File: src/rtl/rr_data_selector.sv
// Registered, handshaked channel selector: picks one requesting channel per cycle,
// either by fixed index (SEL) or by round-robin, into a valid/ready output register.
module rr_data_selector #(
    parameter  int N    = 4,
    parameter  int CH   = 4,
    localparam int SELW = (CH > 1) ? $clog2(CH) : 1
) (
    input  logic              CLK,
    input  logic              RST,
    input  logic [CH*N-1:0]   DIN,
    input  logic [CH-1:0]     REQ,
    output logic [CH-1:0]     ACK,
    input  logic              MODE,
    input  logic [SELW-1:0]   SEL,
    output logic [N-1:0]      Y,
    output logic              VALID,
    output logic [SELW-1:0]   GRANT,
    input  logic              READY
);

    logic            free;
    logic            cand_ok;
    logic [SELW-1:0] cand;
    logic            hi_ok;
    logic            lo_ok;
    logic [SELW-1:0] hi_idx;
    logic [SELW-1:0] lo_idx;
    logic [SELW-1:0] ptr;
    logic [SELW-1:0] ptr_next;
    logic [N-1:0]    din_sel;

    assign free = !VALID || READY;

    // Round-robin splits requests at PTR: the lowest index at/above PTR wins,
    // otherwise the lowest index below PTR (the wrapped part of the search).
    always_comb begin
        cand_ok = 1'b0;
        cand    = '0;
        hi_ok   = 1'b0;
        lo_ok   = 1'b0;
        hi_idx  = '0;
        lo_idx  = '0;
        if (free && !RST) begin
            if (!MODE) begin
                for (int unsigned i = 0; i < CH; i++) begin
                    if (SEL == SELW'(i) && REQ[i]) begin
                        cand_ok = 1'b1;
                        cand    = SELW'(i);
                    end
                end
            end else begin
                for (int unsigned i = 0; i < CH; i++) begin
                    if (REQ[i]) begin
                        if (SELW'(i) >= ptr) begin
                            if (!hi_ok) begin
                                hi_ok  = 1'b1;
                                hi_idx = SELW'(i);
                            end
                        end else if (!lo_ok) begin
                            lo_ok  = 1'b1;
                            lo_idx = SELW'(i);
                        end
                    end
                end
                if (hi_ok) begin
                    cand_ok = 1'b1;
                    cand    = hi_idx;
                end else if (lo_ok) begin
                    cand_ok = 1'b1;
                    cand    = lo_idx;
                end
            end
        end
    end

    always_comb begin
        ACK     = '0;
        din_sel = '0;
        for (int unsigned i = 0; i < CH; i++) begin
            if (cand == SELW'(i)) begin
                ACK[i]  = cand_ok;
                din_sel = DIN[i*N +: N];
            end
        end
    end

    // Wrap against CH-1 so non-power-of-two channel counts cycle correctly.
    always_comb begin
        if (cand == SELW'(CH - 1)) begin
            ptr_next = '0;
        end else begin
            ptr_next = cand + 1'b1;
        end
    end

    always_ff @(posedge CLK) begin
        if (RST) begin
            Y     <= '0;
            VALID <= 1'b0;
            GRANT <= '0;
            ptr   <= '0;
        end else if (free) begin
            if (cand_ok) begin
                Y     <= din_sel;
                GRANT <= cand;
                VALID <= 1'b1;
                if (MODE) begin
                    ptr <= ptr_next;
                end
            end else begin
                VALID <= 1'b0;
            end
        end
    end

endmodule

File: config.mk
export PLATFORM = sky130hd
export DESIGN_NAME = rr_data_selector
export DESIGN_NICKNAME = d
export VERILOG_FILES = /design/src/rtl/rr_data_selector.sv
export SDC_FILE = /design/constraint.sdc
export NUM_CORES = 1
export LEC_CHECK = 0
export CAP_MARGIN = 20
export CORE_UTILIZATION = 40
export CTS_BUF_LIST = sky130_fd_sc_hd__clkbuf_8
export DETAILED_ROUTE_END_ITERATION = 12
export HOLD_SLACK_MARGIN = 0.03
export PLACE_DENSITY = 0.78
export RECOVER_POWER = 50
export SYNTH_ARGS = -nofsm -noshare
export SYNTH_HDL_FRONTEND = slang
export SYNTH_SLANG_ARGS = --single-unit
File: constraint.sdc
create_clock -name CLK -period 4.6 [get_ports CLK]
set_input_delay 0.92 -clock CLK [delete_from_list [all_inputs] [get_ports CLK]]
set_output_delay 0.92 -clock CLK [all_outputs]
set_load 0.01 [all_outputs]
After elaboration in Yosys (flattened, before gate mapping)

Index checks and enable logic that the tools add are counted.

Output and inout port bits: 11
Flip-flop bits (word level): 9
Input bits: 26
Word-level logic and storage cells: 102

Add/sub/neg operators: 1
$lt $le $gt $ge: 4
Mux-type cells: 75
Eq/ne operators: 6
Reductions and logical operators: 12

Operators with widths:

| cell                                                                   | count |
|---|---|
| 1-bit 2-to-1 mux                                                       | 52 |
| 2-bit 2-to-1 mux                                                       | 19 |
| 4-bit 2-to-1 mux                                                       | 4 |
| 2-bit equality test (second input constant)                            | 4 |
| 1-bit logical AND                                                      | 5 |
| 2-bit by 1-bit equality test with 1-bit output (second input constant) | 2 |
| 1-bit by 2-bit >= comparator with 1-bit output (first input constant)  | 2 |
| 2-bit >= comparator (first input constant)                             | 2 |
| 2-bit logical NOT                                                      | 2 |
| 3-bit AND reduction                                                    | 1 |
| 2-bit by 1-bit adder with 2-bit output (second input constant)         | 1 |
| 1-bit logical NOT                                                      | 2 |
| 2-bit AND reduction                                                    | 1 |
| 1-bit logical OR                                                       | 1 |

Longest topological paths before layout

Word-level depth: 26
Depth in mapped cells: 10
Depth with buffers taken out: 9

Worst setup path before layout

No wires, ideal clock.

Path kind: input port to output port
Start: in REQ[2]
End: out ACK[3]
Buffers on the path: 2
Data required time: 3.680 ns
Arrival: 2.401 ns
Setup slack: 1.279 ns
Cell stages on the path: 8
Cells stage by stage: buf_6 > mux2_4 > a221oi_2 > o211ai_2 > inv_2 > ha_1 > buf_1 > and3_1

Word-level cells in the longest chain between the ends: 13
Elaborated cells on any way between the ends: 37
Those cells by class: eq/ne: 1; mux: 35; reduce/logical: 1

RTL lines:

| element                 | line | source |
|---|---|---|
| start, declared         | 11   | `input logic [CH-1:0] REQ,` |
| 1-bit 2-to-1 mux        | 53   | `if (REQ[i]) begin` |
| 1-bit 2-to-1 mux        | 44   | `if (!MODE) begin` |
| 1-bit 2-to-1 mux        | 43   | `if (free && !RST) begin` |
| 1-bit 2-to-1 mux        | 54   | `if (SELW'(i) >= ptr) begin` |
| 1-bit 2-to-1 mux        | 53   |  |
| 1-bit 2-to-1 mux        | 44   |  |
| 1-bit 2-to-1 mux        | 43   |  |
| 2-bit 2-to-1 mux        | 68   | `end else if (lo_ok) begin` |
| 2-bit 2-to-1 mux        | 65   | `if (hi_ok) begin` |
| 2-bit 2-to-1 mux (*)    | 44   |  |
| 2-bit 2-to-1 mux (*)    | 43   |  |
| via cand[0]             | 23   | `logic [SELW-1:0] cand;` |
| 2-bit equality test (*) | 80   | `if (cand == SELW'(i)) begin` |
| 1-bit 2-to-1 mux (*)    | 80   |  |
| end, declared           | 12   | `output logic [CH-1:0] ACK,` |

The timed path passes the listed nets; every way through them passes the cells marked *. The select of a mux whose other input is x is not followed.

Worst setup path after layout

Start: in REQ[2]
End: out ACK[1]

Word-level cells in the longest chain between the ends: 13
Elaborated cells on any way between the ends: 37
Those cells by class: eq/ne: 1; mux: 35; reduce/logical: 1

RTL lines:

| element                                            | line |
|---|---|
| 1-bit 2-to-1 mux                                   | 53 |
| 1-bit 2-to-1 mux                                   | 44 |
| 1-bit 2-to-1 mux                                   | 43 |
| 1-bit 2-to-1 mux                                   | 54 |
| 1-bit 2-to-1 mux                                   | 53 |
| 1-bit 2-to-1 mux                                   | 44 |
| 1-bit 2-to-1 mux                                   | 43 |
| 2-bit 2-to-1 mux                                   | 68 |
| 2-bit 2-to-1 mux                                   | 65 |
| 2-bit 2-to-1 mux (*)                               | 44 |
| 2-bit 2-to-1 mux (*)                               | 43 |
| via cand[0]                                        | 23 |
| 2-bit by 1-bit equality test with 1-bit output (*) | 80 |
| 1-bit 2-to-1 mux (*)                               | 80 |

Marks and branches as above.

==> metrics <==
most common flop cell mapped by yosys sky130_fd_sc_hd__dfxtp_1; fraction of final layout cells with drive strength greater than 1 12.03%; port buffer count 36; total grt overflow 0; post-route standard cell area excluding fillers 0.001217 mm²; leading cell type in the layout, fill and taps excluded sky130_fd_sc_hd__clkdlybuf4s50_1; WS Path Type in2out; worst path bufs/invs 3; slowest stage cell on the critical path sky130_fd_sc_hd__dlygate4sd3_1; TritonCTS clock tree done; total inserted antenna cells 0; total core area 0.001821 mm²; Leakage 0.5286 nW; DRT Pass-1 Iters 4; number of top-level pins 37; worst slew margin relative to its limit 61.27%; number of synthesized flops with an enable pin 0; first-pass GRT wire length 3594 µm; Resized Gates After CTS 0; share of the clock period used by the worst path 94.84%; via total after detailed routing 888; drt wl/cell 14.49 µm; initial core utilization 44.67%; top fanout value on the critical path 8; number of distinct standard cells referenced by the synthesized netlist 42; MaxCap Viol Count 0; outcome complete, no violations; number of hold violations in the final report 0; post-CTS setup buffer count 0; pin count of the biggest net entering global routing 12; clock latency on the worst-skew pair 0.24 ns; total power of the final layout 0.2792 mW; CP Data Arrival Time 3.44 ns; end point of the most critical hold path GRANT[0]$_SDFFE_PP0P_; synthesized netlist net count 126; initial DRC count 12; critical path endpoint category primary output; width of the chip 47.09 µm; Worst setup SP type input pin; Largest delay share family, worst path buffers and inverters; Post-Route Utilization 66.87%; list of cells traversed by the critical path dlygate4sd3_1 > mux2_4 > a221oi_2 > o211ai_2 > inv_2 > ha_1 > and3_1 > clkdlybuf4s50_1; Rows 15; Met3 Wirelength 154 µm; total power per unit cell area 229.3 mW/mm²; Mapped Avg Cell Area 8.472 µm²; gp weighted congestion 0.9274; Total Die Area 0.002217 mm²; number of buffers on the longest clock path 2; hold path depth 2; routed length on met1 970 µm; Syn Inst Count 96; sequential element share of the synthesized area 22.15%; FF-to-FF path depth 9; worst r2r src VALID$_SDFFE_PP0N_; pre-CTS setup slack 0.3250 ns; post-synthesis register bit count 9; met2 wire length 1129 µm; highest attainable clock frequency 0.2292 GHz; cell area reported after detailed placement 0.001179 mm²; hold-fix buffer count after cts 0; stage delay of the slowest cell on the critical path 0.65 ns; share of synthesized flip-flops with an asynchronous set or reset 0%; post-route minimum period 4.362 ns; worst hold path type reg2reg; maximum level of the CTS H-tree 1; global-route usage over all layers 23.66%; die span in y 47.09 µm; slew at the pin with the worst max-slew slack 0.5756 ns; commonest cells after routing, fill and taps aside sky130_fd_sc_hd__clkdlybuf4s50_1 (28), sky130_fd_sc_hd__a21oi_1 (10), sky130_fd_sc_hd__dfxtp_1 (9), sky130_fd_sc_hd__inv_1 (9), sky130_fd_sc_hd__dlygate4sd3_1 (8); hold wc startpoint GRANT[0]$_SDFFE_PP0P_; post-layout worst setup margin 0.2375 ns; clock buffers created by TritonCTS 3; Max VDD drop 0.2042 mV; number of warnings issued by yosys 0; Synth-to-Final Area Change 49.69%; unrepaired setup endpoints after global routing false; final-report setup violation count 0; Via density 5.620; data required time of the critical path 3.68 ns; clk sink count 9; number of antenna violations at the first check in global routing 0; topmost layer with routed signal wires met4; vias in the first global route 844; worst reg-to-reg setup slack 2.09 ns; Sum Neg Setup Slack 0 ns; netlist area before placement 813.3 µm²; Reg2Reg Capture Point Y[0]$_SDFFE_PP0P_; final wirelength 2290 µm; Post-DRT Antenna Nets 0; final-report max-slew violation count 0; half-perimeter wire length of the detailed placement result 1750 µm; Clock Skews 0.005104 ns; number of nets in the final layout 164; total DRC errors in the routed layout 0; clock root cell sky130_fd_sc_hd__clkbuf_8; clock input transition at the sequential cells of the worst setup and hold paths 0.05 ns
-- state kept, by name (all words and copies together), names as in the netlist --
register,flops
Y,4
VALID,1
ptr,2
GRANT,2
-- per-layer routing --
layer / GRT usage (%) / vias to the layer above
met3: 6.923 / 4
met4: 10.29 / 0
met5: 0 / -
met2: 40.28 / 37
met1: 27.48 / 404
li1: - / 443
-- stage by stage --
| step | hold slack, ns | std cells |
|---|---|---|
| floorplan | 0.4987 | 96 |
| global placement | 0.5023 | 154 |
| detailed placement | 0.5010 | 154 |
| CTS | 0.5072 | 158 |
| global route | 0.5334 | 158 |
| finish | 0.4957 | 158 |
-- synth_stat cells (all sizes together) (3+ instances only) --
cell type | n | area share, %
a211o | 5 | 5.5
a21oi | 10 | 6.2
a221oi | 4 | 5.1
a311oi | 4 | 5.1
and3 | 5 | 3.8
buf | 5 | 6.0
dfxtp | 9 | 22
ha | 4 | 6.2
inv | 9 | 4.2
nand2 | 3 | 1.4
nor2 | 6 | 2.8
nor2b | 3 | 2.3
o21ai | 3 | 1.8
-- report_power, final --
| part | switching [mW] | internal (mW) | leakage, nW |
|---|---|---|---|
| clock network | 0.0331 | 0.0583 | 0.0269 |
| registers | 0.00409 | 0.0847 | 0.0741 |
| logic | 0.0447 | 0.0543 | 0.428 |
| total | 0.0819 | 0.197 | 0.529 |
-- how the worst max path moves through the flow --
stage | startpoint | end | slack (ns) | cells past startpoint
global placement | READY | ACK[2] | 0.36 | 8
detailed placement | REQ[2] | ACK[1] | 0.32 | 8
CTS | REQ[2] | ACK[1] | 0.30 | 8
finish | REQ[2] | ACK[1] | 0.24 | 8
global route | REQ[2] | ACK[1] | 0.11 | 8
floorplan | REQ[2] | ACK[3] | 1.28 | 8
-- cell type report --
cell class                      instances  area [µm²]
Tap cell                               25       31.28
Inverter                                9       33.78
Sequential cell                         9       180.2
Fill cell                             171       603.1
Timing Repair Buffer                   40       390.4
Multi-Input combinational cell         71       536.8
Clock buffer                            3       41.29
Clock inverter                          1       3.754
-- cell families (layout without fill, tap and decap cells) --
kind of cell               count (synthesis)  in the layout  share of synthesized area, %
muxes                                      4              4                         5.692
and+or+nand+nor                           24             24                         16.46
adders and majority gates                  4              4                         6.154
buffers and inverters                     16             53                         11.08
DFF                                        9              9                         22.15
AOI/OAI and AO/OA                         39             39                         38.46
-- worst min-delay path, cell delays in order (launching register included) --
cell	delay, ns
sky130_fd_sc_hd__dfxtp_1	0.30
sky130_fd_sc_hd__o21ai_0	0.07
sky130_fd_sc_hd__a21oi_1	0.07
No activity file was read; power rests on OpenSTA's default activity.
